`src/rtl/prog_pla_seq_if.sv`:
```
// Configuration port of the programmable PLA: row writes plus a commit
// strobe, with ready/error status returned by the PLA.
interface prog_pla_seq_if #(
    parameter int AW    = 4,
    parameter int CFG_W = 10
);
    logic             cfg_valid;
    logic             cfg_ready;
    logic [AW-1:0]    cfg_addr;
    logic [CFG_W-1:0] cfg_data;
    logic             cfg_commit;
    logic             cfg_err;

    modport master (
        output cfg_valid, cfg_addr, cfg_data, cfg_commit,
        input  cfg_ready, cfg_err
    );

    modport slave (
        input  cfg_valid, cfg_addr, cfg_data, cfg_commit,
        output cfg_ready, cfg_err
    );
endinterface

```
`src/rtl/prog_pla_seq.sv`:
```
// Field-programmable PLA with double-buffered AND/OR planes and per-output
// macrocell registers fed back into the AND plane. Rows 0..N_TERM-1 are
// AND-plane literal masks; rows N_TERM..N_ROW-1 hold an OR-plane term mask,
// a registered-output select and an output invert.
module prog_pla_seq #(
    parameter int N_IN   = 3,
    parameter int N_TERM = 8,
    parameter int N_OUT  = 2
) (
    input  logic              clk,
    input  logic              rst_n,
    input  logic [N_IN-1:0]   in,
    input  logic              en,
    output logic [N_OUT-1:0]  out,
    prog_pla_seq_if.slave     cfg
);
    localparam int N_SIG = N_IN + N_OUT;
    localparam int N_LIT = 2 * N_SIG;
    localparam int CFG_W = (N_LIT > N_TERM + 2) ? N_LIT : N_TERM + 2;
    localparam int N_ROW = N_TERM + N_OUT;
    localparam int AW    = $clog2(N_ROW);

    typedef enum logic {
        ST_RUN    = 1'b0,
        ST_COMMIT = 1'b1
    } state_t;

    logic [CFG_W-1:0] shadow [N_ROW];
    logic [CFG_W-1:0] active [N_ROW];

    state_t            state_q, state_d;
    logic              ready;
    logic              wr_fire;
    logic              do_commit;
    logic              addr_ok;
    logic              err_q;
    logic [N_OUT-1:0]  q;
    logic [N_OUT-1:0]  f;
    logic [N_OUT-1:0]  reg_en;
    logic [N_TERM-1:0] term;
    logic [N_SIG-1:0]  s;

    // Feedback registers sit above the primary inputs in the literal space.
    assign s       = {q, in};
    assign addr_ok = ({1'b0, cfg.cfg_addr} < (AW+1)'(N_ROW));

    assign cfg.cfg_ready = ready;
    assign cfg.cfg_err   = err_q;

    // Config FSM: accept writes in RUN, spend exactly one cycle in COMMIT.
    always_comb begin
        // NOTE: every output of this block gets a default first, so no path
        // leaves a signal unassigned and no latch is inferred.
        state_d   = state_q;
        ready     = 1'b0;
        wr_fire   = 1'b0;
        do_commit = 1'b0;
        unique case (state_q)
            ST_RUN: begin
                ready   = 1'b1;
                wr_fire = cfg.cfg_valid;
                if (cfg.cfg_commit) state_d = ST_COMMIT;
            end
            ST_COMMIT: begin
                do_commit = 1'b1;
                state_d   = ST_RUN;
            end
        endcase
    end

    // Config state, shadow writes, shadow->active copy and error pulse.
    always_ff @(posedge clk or negedge rst_n) begin
        if (!rst_n) begin
            state_q <= ST_RUN;
            err_q   <= 1'b0;
            // NOTE: both planes are cleared on reset so an unprogrammed PLA
            // drives zeros and a half-loaded shadow never survives a reset.
            for (int r = 0; r < N_ROW; r++) begin
                shadow[r] <= '0;
                active[r] <= '0;
            end
        end else begin
            // NOTE: state is updated with non-blocking assignments so every
            // register here samples pre-edge values; the commit copy below
            // therefore sees the shadow as written in the previous cycle.
            state_q <= state_d;
            err_q   <= wr_fire && !addr_ok;
            if (wr_fire && addr_ok) shadow[cfg.cfg_addr] <= cfg.cfg_data;
            if (do_commit) begin
                for (int r = 0; r < N_ROW; r++) active[r] <= shadow[r];
            end
        end
    end

    // AND plane: a term is the AND of its selected literals; an empty mask is 0.
    always_comb begin
        logic [N_LIT-1:0] mask;
        logic             hit;
        term = '0;
        for (int t = 0; t < N_TERM; t++) begin
            mask = active[t][N_LIT-1:0];
            hit  = |mask;
            for (int k = 0; k < N_SIG; k++) begin
                if (mask[2*k]   && !s[k]) hit = 1'b0;
                if (mask[2*k+1] &&  s[k]) hit = 1'b0;
            end
            term[t] = hit;
        end
    end

    // OR plane, optional inversion and registered/combinational output select.
    always_comb begin
        f      = '0;
        reg_en = '0;
        out    = '0;
        for (int o = 0; o < N_OUT; o++) begin
            f[o]      = (|(active[N_TERM+o][N_TERM-1:0] & term))
                        ^ active[N_TERM+o][N_TERM+1];
            reg_en[o] = active[N_TERM+o][N_TERM];
            out[o]    = reg_en[o] ? q[o] : f[o];
        end
    end

    // Macrocell registers load the OR-plane result on every enabled edge.
    always_ff @(posedge clk or negedge rst_n) begin
        if (!rst_n) q <= '0;
        else if (en) q <= f;
    end
endmodule

```
`src/flat_wrapper.sv`:
```
// flat-port wrapper written by rule: the top's interface ports become plain ports
module prog_pla_seq_flat 
#(
    parameter int N_IN   = 3,
    parameter int N_TERM = 8,
    parameter int N_OUT  = 2
)
  (clk, rst_n, in, en, out, cfg_cfg_valid, cfg_cfg_addr, cfg_cfg_data, cfg_cfg_commit, cfg_cfg_ready, cfg_cfg_err);
  prog_pla_seq_if #(.AW(4), .CFG_W(10)) cfg_i ();
  input  logic clk;
  input  logic rst_n;
  input  logic [N_IN-1:0] in;
  input  logic en;
  output logic [N_OUT-1:0] out;
  input wire logic [$bits(cfg_i.cfg_valid)-1:0] cfg_cfg_valid;
  input wire logic [$bits(cfg_i.cfg_addr)-1:0] cfg_cfg_addr;
  input wire logic [$bits(cfg_i.cfg_data)-1:0] cfg_cfg_data;
  input wire logic [$bits(cfg_i.cfg_commit)-1:0] cfg_cfg_commit;
  output wire logic [$bits(cfg_i.cfg_ready)-1:0] cfg_cfg_ready;
  output wire logic [$bits(cfg_i.cfg_err)-1:0] cfg_cfg_err;
  assign cfg_i.cfg_valid = cfg_cfg_valid;
  assign cfg_i.cfg_addr = cfg_cfg_addr;
  assign cfg_i.cfg_data = cfg_cfg_data;
  assign cfg_i.cfg_commit = cfg_cfg_commit;
  assign cfg_cfg_ready = cfg_i.cfg_ready;
  assign cfg_cfg_err = cfg_i.cfg_err;
  prog_pla_seq #(.N_IN(N_IN), .N_TERM(N_TERM), .N_OUT(N_OUT)) u_core (.clk(clk), .rst_n(rst_n), .in(in), .en(en), .out(out), .cfg(cfg_i));
endmodule
```
`config.mk`:
```
export PLATFORM = sky130hd
export DESIGN_NAME = prog_pla_seq_flat
export DESIGN_NICKNAME = d
export VERILOG_FILES = /design/src/rtl/prog_pla_seq_if.sv /design/src/rtl/prog_pla_seq.sv /design/src/flat_wrapper.sv
export SDC_FILE = /design/constraint.sdc
export NUM_CORES = 1
export LEC_CHECK = 0
export ABC_CLOCK_PERIOD_IN_PS = 2100
export CORE_MARGIN = 2
export CORE_UTILIZATION = 50
export CTS_BUF_LIST = sky130_fd_sc_hd__clkbuf_16
export DETAILED_ROUTE_END_ITERATION = 12
export PLACE_DENSITY = 0.7
export SETUP_SLACK_MARGIN = 0.5
export SLEW_MARGIN = 20
export SYNTH_ARGS = -nofsm -noshare
export SYNTH_HDL_FRONTEND = slang
export SYNTH_SLANG_ARGS = --single-unit
```
`constraint.sdc`:
```
create_clock -name clk -period 2.1 [get_ports clk]
set_input_delay 0.315 -clock clk [delete_from_list [all_inputs] [get_ports clk]]
set_output_delay 0.315 -clock clk [all_outputs]
set_load 0.02 [all_outputs]
```
==> results.md <==
* Outcome: finished with violations
* Violated checks: setup timing
* Number of enable flip-flop cells after synthesis at 0
* Register Area at 0.00511 mm²
* Initial Util at about half
* Tcrit/Tclk final at 156%
* Max incr delay on CP at about 560 ps
* Area Growth Syn to Fin at 42.6%
* GRT Total Usage at 26.7%
* Post-layout minimum cycle time at around 3300 ps
* Cell count after placement at a little over 900
* RSZ-0062 raised after global routing: yes
* IO Pins at 26
* WP data arrival at just under 3000 ps
* Multi-input gate area at between 0.004 and 0.005 mm²
* Fin worst setup slack at -1190 ps
* Endpoint type of the worst setup path: output port
* Max Slew Vio Count at 0
* DP HPWL at ~13 mm
* Synth area leaders: dfrtp_1 59%, mux2_2 20%, mux2_1 5.6%
* Mapped Cells at 576
* Internal power at 0.0102 W
* Post-Layout Cell Count at 988
* Placeable Area at 0.0167 mm²
* Max-Cap Viols at 0
* Avg WL per Cell at between 20 and 30 µm
* Num CTS Buffers at 22
* Row count at 47
* Synth cell count leaders: 204 x dfrtp_1, 156 x mux2_2, 43 x mux2_1
* Final core utilization at 73.6%
* Die width at around 140 µm
* Crit-path cells: or4_4, nor4_4, buf_4, nor4b_2, buf_4, a2111oi_4, buf_4, a21boi_2, o31ai_4, buf_6
* CTS root buf: clkbuf_16
* Avg Vias per Cell at approximately 5.7
* Global placer's final weighted congestion at between 0.7 and 0.8
* Largest net degree at the start of global routing at 104
* Final antenna-violating net count at 0
* Sw Pwr at roughly 0.0042 W
* DR pass1 iterations at 4
* Clock Latency Late Sink at 500 ps
* Sequential Power Share at 40.1%
* Vias in the first global route at ~6,200
* Sw Share at between 20% and 30%
* Overflow after GRT at 0
* Top cell type's share of synthesized area at about three fifths
* Fin Setup TNS at -3140 ps
* Most used cell, CP: buf_4
* Post-synth top area cell: dfrtp_1
* CTS max path bufs at 3
* Worst Hold Margin at between 300 and 400 ps
* Most common cell in the netlist: dfrtp_1
* Global-route wire length before repair at ~37 mm
* Die area at about 0.018 mm²
* Worst-Margin Slew at 729 ps
* Max FO, Critical Path at 2
* Peak VDD IR at 0.697 mV
* DR vias at about 5,700
* Lkg Pwr at ~6 nW
* Total of warnings raised by yosys at 0
* Final wirelength at 24.9 mm
* Endpoints failing setup at 4
* Mapped Avg Cell Area at around 15 µm²
* Fraction of layout cells with a size suffix above 1 at 56.6%
* Syn Std Cell Area at 0.00861 mm²
* I/O Buffers at 25
* Ys async rst share at 100%
* Hold Vio Cnt, Final at 0
* Initial antenna violation count at 0
* Iteration-0 DRC Markers at 359
* H-tree levels at 1
* Sink Count at between 200 and 250
* Syn nets at around 600
* Achievable Freq at between 0.3 and 0.4 GHz
* Slowest cell on crit path: or4_4
* Antenna diodes at 0
* Top FF cell, synth: dfrtp_1
* Die Height at between 100 and 150 µm
* Combinational share of power at 33.9%
* CTS tree: done
* Final net count at 775
* CP Class: reg -> out
* Clk pwr share at between 20% and 30%
* Clk_skew at roughly 16 ps
* Clk pin slew, worst setup/hold paths at 60 ps
* Yosys cell types at 30
* Pwr dens at 1170 mW/mm²
* Worst Hold Class: in -> async
* DRC violations left at 0
* Slew headroom at 51.3%
* Yosys reg bits at just over 200
* Required time of the critical path at ~1800 ps
* Fillers at about 970
* Sequential area share after synthesis at about three fifths
* Critical Path Start Type: flip-flop
[final cells by class]
class	count	share of cell area, %
Clock buffer	23	4.69
Clock inverter	16	0.947
Inverter	4	0.143
Multi-Input combinational cell	341	36.1
Sequential cell	204	41.6
Tap cell	220	2.24
Timing Repair Buffer	180	14.3
[placed cells by master (no fill, tap or decap), types with 4 or more instances in the layout]
cell / netlist / layout
buf_12: 0 / 10
mux2_2: 156 / 18
buf_6: 0 / 14
buf_16: 0 / 5
dfrtp_1: 204 / 202
clkdlybuf4s50_1: 0 / 19
nand2_8: 0 / 8
buf_4: 0 / 123
nor4_1: 8 / 5
nor3_1: 4 / 4
nand4_1: 7 / 7
nand2_1: 28 / 20
or4_1: 15 / 7
mux2i_1: 37 / 37
mux2_4: 0 / 180
nor4_4: 0 / 6
a2111oi_4: 4 / 6
inv_1: 3 / 8
or4_4: 1 / 9
clkbuf_16: 0 / 26
clkinv_1: 0 / 6
[timing repair]
item | in CTS | in global routing
setup endpoints to repair | 75 | 205
resized for setup | 214 | 63
hold buffers | 1 | 0
endpoints found under the hold margin | 39 | 0
pin swaps | 15 | 8
gates cloned | 4 | 6
setup buffers | 13 | 8
[kinds of logic (layout without fill, tap and decap cells)]
family | after synthesis | in the layout | share of synthesized area [%]
multiplexers | 236 | 236 | 30.3
AO/OA/AOI/OAI | 15 | 15 | 2.69
buffers and inverters | 33 | 223 | 1.53
flip-flops | 204 | 204 | 59.3
AND/OR/NAND/NOR | 88 | 90 | 6.22
[per-layer routing]
layer  wire length (µm)  vias up  global-route usage [%]  part of all wire (%)
met2              12600      169                    44.5                    51
met5                  0        -                       0                     0
li1                   -     2463                       -                     -
met1              10500     2994                    36.8                    42
met4                578        0                    8.45                   2.3
met3               1170       36                    3.52                   4.7
[final timing paths]
kind | from | to | slack (ps) | cells past startpoint
setup / recovery | u_core.active[56] | out[1] | -1190 | 10
hold / removal | rst_n | u_core.shadow[61] | 330 | 2
setup reg to reg | u_core.active[85] | u_core.q[0] | -410 | 11
hold reg to reg | u_core.shadow[92] | u_core.active[92] | 500 | 1
max in group asynchronous | rst_n | u_core.shadow[7] | 1060 | 3
min in group clk | cfg_cfg_commit | u_core.state_q | 390 | 2
[worst max-delay path: cells and delay by family, from the launching register on]
kind,cells,cell delay (ps)
and+or+nand+nor,3,860
buffers and inverters,4,640
DFF,1,380
AOI/OAI and AO/OA,3,580
[flip-flops by register name (all words and copies together) (netlist names)]
register / count
u_core.active: 100
u_core.shadow: 100
u_core.q: 2
u_core.cfg.cfg_err: 1
u_core.state_q: 1
[through the flow]
step / total power, W / setup WS, ps / area [µm²]
6_report: 0.0144 / -1190 / 12300
5_1_grt: 0.0150 / -1270 / 12300
4_1_cts: 0.0140 / -1160 / 11900
3_5_place_dp: 0.00938 / -1400 / 10200
3_3_place_gp: 0.00917 / -1280 / 10200
2_1_floorplan: 0.00756 / -281 / 8700
[power groups by stage]
stage | Clock [W] | Sequential (W) | Combinational [W]
after floorplan | 0 | 0.00552 | 0.00204
after global placement | 0 | 0.00561 | 0.00356
after detailed placement | 0 | 0.00569 | 0.00370
after CTS | 0.00377 | 0.00571 | 0.00456
after global routing | 0.00397 | 0.00588 | 0.00515
final | 0.00375 | 0.00578 | 0.00488
Power figures use the tool's default switching activity.
